File: src/rtl/l2_request_arbiter.sv
// N-way L2 request arbiter: round-robin or fixed priority with grant locking.
// One cycle from acceptance to out_valid; req_ready drops while the output register is held.
module l2_request_arbiter #(
  parameter int NUM_CORES      = 4,
  parameter int PACKET_WIDTH   = 128,
  parameter int CORE_ID_WIDTH  = 4,
  parameter int FIXED_PRIORITY = 0
) (
  input  logic                              clk,
  input  logic                              reset,
  input  logic [NUM_CORES-1:0]              req_valid,
  input  logic [NUM_CORES-1:0]              req_lock,
  input  logic [NUM_CORES*PACKET_WIDTH-1:0] req_packet,
  output logic [NUM_CORES-1:0]              req_ready,
  output logic                              out_valid,
  output logic [PACKET_WIDTH-1:0]           out_packet,
  output logic [CORE_ID_WIDTH-1:0]          out_core,
  input  logic                              out_ready,
  output logic                              pc_event_arb_conflict
);

  localparam int IDX_W = (NUM_CORES > 1) ? $clog2(NUM_CORES) : 1;
  typedef logic [IDX_W-1:0] idx_t;

  logic                     out_valid_q, out_valid_d;
  logic [PACKET_WIDTH-1:0]  out_packet_q, out_packet_d;
  logic [CORE_ID_WIDTH-1:0] out_core_q, out_core_d;
  logic                     conflict_q, conflict_d;
  idx_t                     ptr_q, ptr_d;
  logic                     lock_vld_q, lock_vld_d;
  idx_t                     lock_owner_q, lock_owner_d;

  logic slot_open;
  logic win_vld;
  idx_t win_idx;
  logic accept;
  int   cand;

  assign slot_open = !out_valid_q || out_ready;

  // Scan from the highest offset down so the lowest offset (closest to pointer) wins last.
  always_comb begin
    win_vld = 1'b0;
    win_idx = '0;
    cand    = 0;
    if (lock_vld_q) begin
      win_idx = lock_owner_q;
      win_vld = req_valid[lock_owner_q];
    end else if (FIXED_PRIORITY != 0) begin
      for (int i = NUM_CORES - 1; i >= 0; i--) begin
        if (req_valid[idx_t'(i)]) begin
          win_vld = 1'b1;
          win_idx = idx_t'(i);
        end
      end
    end else begin
      for (int off = NUM_CORES - 1; off >= 0; off--) begin
        cand = int'(ptr_q) + off;
        if (cand >= NUM_CORES) cand = cand - NUM_CORES;
        if (req_valid[idx_t'(cand)]) begin
          win_vld = 1'b1;
          win_idx = idx_t'(cand);
        end
      end
    end
  end

  assign accept = slot_open && win_vld;

  always_comb begin
    req_ready = '0;
    for (int i = 0; i < NUM_CORES; i++) begin
      req_ready[i] = accept && (win_idx == idx_t'(i));
    end
  end

  always_comb begin
    out_valid_d  = out_valid_q;
    out_packet_d = out_packet_q;
    out_core_d   = out_core_q;
    conflict_d   = 1'b0;
    ptr_d        = ptr_q;
    lock_vld_d   = lock_vld_q;
    lock_owner_d = lock_owner_q;
    if (accept) begin
      out_valid_d  = 1'b1;
      out_packet_d = req_packet[int'(win_idx)*PACKET_WIDTH +: PACKET_WIDTH];
      out_core_d   = CORE_ID_WIDTH'(win_idx);
      conflict_d   = ($countones(req_valid) >= 2);
      lock_vld_d   = req_lock[win_idx];
      lock_owner_d = win_idx;
      if (FIXED_PRIORITY == 0) begin
        ptr_d = (win_idx == idx_t'(NUM_CORES - 1)) ? idx_t'(0) : idx_t'(win_idx + 1'b1);
      end
    end else if (out_ready) begin
      out_valid_d = 1'b0;
    end
  end

  always_ff @(posedge clk or posedge reset) begin
    if (reset) begin
      out_valid_q  <= 1'b0;
      out_packet_q <= '0;
      out_core_q   <= '0;
      conflict_q   <= 1'b0;
      ptr_q        <= '0;
      lock_vld_q   <= 1'b0;
      lock_owner_q <= '0;
    end else begin
      out_valid_q  <= out_valid_d;
      out_packet_q <= out_packet_d;
      out_core_q   <= out_core_d;
      conflict_q   <= conflict_d;
      ptr_q        <= ptr_d;
      lock_vld_q   <= lock_vld_d;
      lock_owner_q <= lock_owner_d;
    end
  end

  assign out_valid             = out_valid_q;
  assign out_packet            = out_packet_q;
  assign out_core              = out_core_q;
  assign pc_event_arb_conflict = conflict_q;

endmodule

File: config.mk
export PLATFORM = sky130hd
export DESIGN_NAME = l2_request_arbiter
export DESIGN_NICKNAME = d
export VERILOG_FILES = /design/src/rtl/l2_request_arbiter.sv
export SDC_FILE = /design/constraint.sdc
export NUM_CORES = 1
export LEC_CHECK = 0
export CAP_MARGIN = 0
export CORE_AREA = 4 4 253 255
export DETAILED_ROUTE_END_ITERATION = 8
export DIE_AREA = 0 0 257 259
export GPL_TIMING_DRIVEN = 0
export PLACE_DENSITY = 0.52
export REMOVE_ABC_BUFFERS = 1
export SLEW_MARGIN = 20
export SYNTH_ARGS = -nofsm -noshare
export SYNTH_HDL_FRONTEND = slang
export SYNTH_SLANG_ARGS = --single-unit
File: constraint.sdc
create_clock -name clk -period 8 [get_ports clk]
set_input_delay 1.2 -clock clk [delete_from_list [all_inputs] [get_ports clk]]
set_output_delay 1.2 -clock clk [all_outputs]
set_load 0.01 [all_outputs]
Yosys cells after proc, flatten, opt, wreduce, memory -nomap -nowiden:

Index checks and enable logic that the tools add are counted.
Widths: inputs -> output; s select.

* register bits: 135
* input port bits: 523
* output and inout port bits: 138
* word-level logic and storage cells: 75

* add/sub/neg operators: 11
* order comparisons: 11
* eq/ne operators: 3
* shifts and indexed selects: 1
* multiplexer cells: 34
* reduce and logical (&&, ||, !) cells: 9

Operators by type and width (number)
* $shiftx 512x10->128: 1
* $mux 2: 14
* $lt 2x3->1 const B: 6
* $mux 1: 14
* $bmux 1 s2: 6
* $ge 3x3->1 const B: 3
* $sub 2x1->2 const B: 4
* $add 2x2->3 const B: 2
* $logic_and 1x1->1: 5
* $add 1x1->2: 2
* $eq 2x2->1 const B: 2
* $add 2x1->3 const B: 1
* $add 2x2->3: 1
* $ge 2x3->1 const B: 1
* $ge 3x2->1 const B: 1
* $add 2x1->2 const B: 1
* $eq 2x1->1 const B: 1
* $logic_not 2->1: 1
* $reduce_bool 2->1: 1
* $logic_not 1->1: 1
* $logic_or 1x1->1: 1

Depth between registers and ports, before layout:

* word-level depth: 13
* depth in mapped cells: 10
* depth with buffers taken out: 6

Worst setup path after synthesis:

Ideal clock, no wire load.

* path kind: input-to-output
* from: input port req_valid[1]
* to: output port req_ready[1]
* data arrival time: 2.679 ns
* data required time: 6.800 ns
* slack: 4.121 ns
* stages on the path: 8
* path buffers: 4
* cells stage by stage: mux4_2 a21oi_2 or2_2 buf_4 buf_6 buf_6 buf_2 nor3b_1

* longest elaborated chain between the ends: 9
* elaborated cells on any way between the ends: 23
* those cells by class: eq/ne (1); mux (20); reduce/logical (2)

Ends and longest elaborated chain
* start, declared: line 11 `input logic [NUM_CORES-1:0] req_valid,`
* $bmux 1 s2: line 60 `if (req_valid[idx_t'(cand)]) begin`
* $mux 1 (implied by the code): line 60
* $mux 2 or $mux 1 (tied branches) (4 in series): line 60
* $mux 2 or $mux 1 (tied branches): line 46 `if (lock_vld_q) begin`
* $eq 2x1->1 or $logic_and 1x1->1 (tied branches): line 73, 68
* $logic_and 1x1->1 (*): line 73 `req_ready[i] = accept && (win_idx == idx_t'(i));`
* end, declared: line 14 `output logic [NUM_CORES-1:0] req_ready,`

Every way passes the cells marked *; elsewhere a longest branch is shown, timed or not. The select of a mux whose other input is x is not followed.

Final worst setup path:

* from: input port req_valid[2]
* to: output port req_ready[0]

* longest elaborated chain between the ends: 9
* elaborated cells on any way between the ends: 23
* those cells by class: mux (20); reduce/logical (3)

Ends and longest elaborated chain (line)
* $bmux 1 s2: 60
* $mux 1 (implied by the code): 60
* $mux 2 or $mux 1 (tied branches) (4 in series): 60
* $mux 2 or $mux 1 (tied branches): 46
* $logic_not 2->1 or $logic_and 1x1->1 (tied branches): 73, 68
* $logic_and 1x1->1 (*): 73

Marked as above.

==> impl_metrics.env <==
export IMPL_cp_required_ns=6.80
export IMPL_netlist_instances=902
export IMPL_holdBufCountCts=0
export IMPL_synthArstFlopShare_pct=100
export IMPL_yosys_most_used_dff="dfrtp_1"
export IMPL_min_path_type="reg2reg"
export IMPL_cp_start_kind="input pin"
export IMPL_dp_cells=2335
export IMPL_yosys_warnings=0
export IMPL_power_frac_comb_pct=66.3
export IMPL_finalHoldViolations=0
export IMPL_clkPwrFrac_pct=13.7
export IMPL_grt_start_max_net_pins=75
export IMPL_grt_pass1_wl_mm=56.9
export IMPL_hpwl_mm=31.8
export IMPL_wl_per_cell_um=16.3
export IMPL_finalWirelength_mm=38.5
export IMPL_internal_power_mw=3.74
export IMPL_cts_root_buf="clkbuf_16"
export IMPL_hold_worst_slack_ns=0.483
export IMPL_gr_total_overflow=0
export IMPL_p_switching_mw=2.42
export IMPL_firstDrtPassIters=4
export IMPL_syn_area_per_cell_sq_um=10.3
export IMPL_slew_viol_final=0
export IMPL_min_period_ns=5.48
export IMPL_synth_seq_cells=135
export IMPL_setup_viol=0
export IMPL_cts_buffer_depth=2
export IMPL_rows=91
export IMPL_cp_max_fo=48
export IMPL_syn_area_sq_um=9300
export IMPL_switching_share_pct=39.3
export IMPL_final_util_pct=28.3
export IMPL_cts_resized=0
export IMPL_initialDrtViolationCount=227
export IMPL_crit_arrival_ns=4.28
export IMPL_initial_core_util_pct=15.1
export IMPL_cts_inserted_buffers=17
export IMPL_fp_dieW_um=257
export IMPL_syn2layout_area_growth_pct=87.5
export IMPL_fin_total_pwr_mw=6.16
export IMPL_drtAntennaViolNets=0
export IMPL_die_h_um=259
export IMPL_status="completed"
export IMPL_drc=0
export IMPL_worstMarginPinSlew_ns=0.691
export IMPL_ir_worst_vdd_uv=187
export IMPL_core_sq_um=61600
export IMPL_place_congestion=0.810
export IMPL_cts_htree_levels=4
export IMPL_fin_nets=2041
export IMPL_skew_ns=0.00947
export IMPL_path_class="in2out"
export IMPL_grt_usage_pct=11.1
export IMPL_grt_setup_unrepaired="no"
export IMPL_port_buffers=658
export IMPL_ys_types=33
export IMPL_fmax_mhz=182
export IMPL_pwr_density_cell_nw_per_um2=353
export IMPL_clock_latency_ns=0.46
export IMPL_instances_no_fill=2367
export IMPL_leakagePower_nw=7.17
export IMPL_vias=8910
export IMPL_die_area_sq_um=66600
export IMPL_slew_headroom_pct=53.9
export IMPL_drive_above_1_share_pct=9.16
export IMPL_cp_end_kind="output pin"
export IMPL_io_pins=661
export IMPL_antenna_found_initial=1
export IMPL_path_clk_slew_ns=0.06
export IMPL_post_cts_setup_buffer_count=0
export IMPL_max_cap_viol_count=0
export IMPL_synth_edf_count=0
export IMPL_clkSinkCount=135
export IMPL_seq_area_frac_synth_pct=36.3
export IMPL_power_frac_seq_pct=20.0
export IMPL_via_per_inst=3.76
export IMPL_grt_pass1_vias=9568
export IMPL_fin_crit_sh_pct=68.6
export IMPL_cts_tree="yes"
per-stage QoR:
step	instance area (sq um)	setup WS [ns]	setup TNS [ns]
3_3_place_gp	16500	-8.18	-906.89
5_1_grt	17400	2.42	0
3_5_place_dp	16800	2.55	0
4_1_cts	17400	2.54	0
6_report	17400	2.52	0
2_1_floorplan	8830	-4.34	-450.91
path summary, 6_finish.rpt:
check	start	to	slack [ns]	cells past startpoint
worst max-delay path	req_valid[2]	req_ready[0]	2.52	9
min in group asynchronous	reset	out_packet[35]$_DFFE_PP0P_	1.18	2
max in group asynchronous	reset	out_packet[115]$_DFFE_PP0P_	6.03	3
worst max register to register	lock_vld_q$_DFFE_PP0P_	out_packet[85]$_DFFE_PP0P_	4.96	9
worst min-delay path	out_packet[20]$_DFFE_PP0P_	out_packet[20]$_DFFE_PP0P_	0.48	2
worst min register to register	out_packet[20]$_DFFE_PP0P_	out_packet[20]$_DFFE_PP0P_	0.48	2
flip-flops by register name (all words and copies together), names as in the netlist:
register,flops
lock_vld_q,1
out_valid,1
ptr_q,2
pc_event_arb_conflict,1
lock_owner_q,2
out_packet,128
cells in the mapped netlist (3+ instances only):
library cell,instances,area [sq um]
buf_6,13,146
clkbuf_1,28,105
dfrtp_1,135,3380
clkbuf_4,4,30.0
nand2_1,138,518
mux2i_1,259,2590
mux2_2,89,1000
nand2b_1,3,18.8
o21ai_1,130,651
buf_4,10,75.1
a21oi_1,3,15.0
nor2_1,6,22.5
buf_2,20,100
mux2_1,40,450
power groups by stage:
| stage | Combinational, mW | Clock [mW] | Sequential [mW] |
|---|---|---|---|
| floorplan | 2.58 | 0 | 1.38 |
| global placement | 4.11 | 0 | 1.23 |
| detailed placement | 4.17 | 0 | 1.24 |
| CTS | 4.17 | 0.895 | 1.24 |
| global route | 4.44 | 0.919 | 1.28 |
| finish | 4.08 | 0.843 | 1.23 |
cell type report:
class	count	area (sq um)
tap	837	1050
timing repair buffer	671	6910
antenna	1	2.50
fill	6541	44200
clock buffer	18	439
inverter	3	18.8
multi-input combinational	689	5460
sequential	135	3380
clock inverter	13	170
worst max-delay path, stage by stage:
cell and delay (ns):
clkdlybuf4s50_1 0.63, nor2b_1 0.18, a221o_1 0.17, o311a_4 0.47, buf_12 0.30, buf_16 0.29
buf_16 0.31, nor3_1 0.09, clkdlybuf4s50_1 0.51
cell families after synthesis:
group                    synth area share [%]
XOR/XNOR                               0.0942
adder cells (fa/ha/maj)                 0.215
AND/OR/NAND/NOR                          6.68
multiplexers                             43.8
other                                  0.0403
flip-flops                               36.3
buffers and inverters                    5.20
AO/OA/AOI/OAI                            7.69
layer usage:
layer	part of all wire [%]	GRT usage (%)
met5	0	0
met4	1.7	3.55
met3	7.7	4.03
met2	52	20.4
met1	38	11.8
cells in the final DEF, fill, tap and decap left out, types with 2 or more instances in the layout:
master	n
a21oi_1	3
buf_12	4
buf_16	9
bufinv_16	3
clkbuf_16	17
clkdlybuf4s50_1	658
clkinv_4	2
clkinvlp_4	3
conb_1	2
dfrtp_1	135
inv_6	4
mux2_1	40
mux2_2	89
mux2i_1	259
nand2_1	138
nand2b_1	3
nor2_1	6
nor2b_1	2
nor4_1	2
o21ai_0	2
o21ai_1	130
No activity file was read; power rests on OpenSTA's default activity.
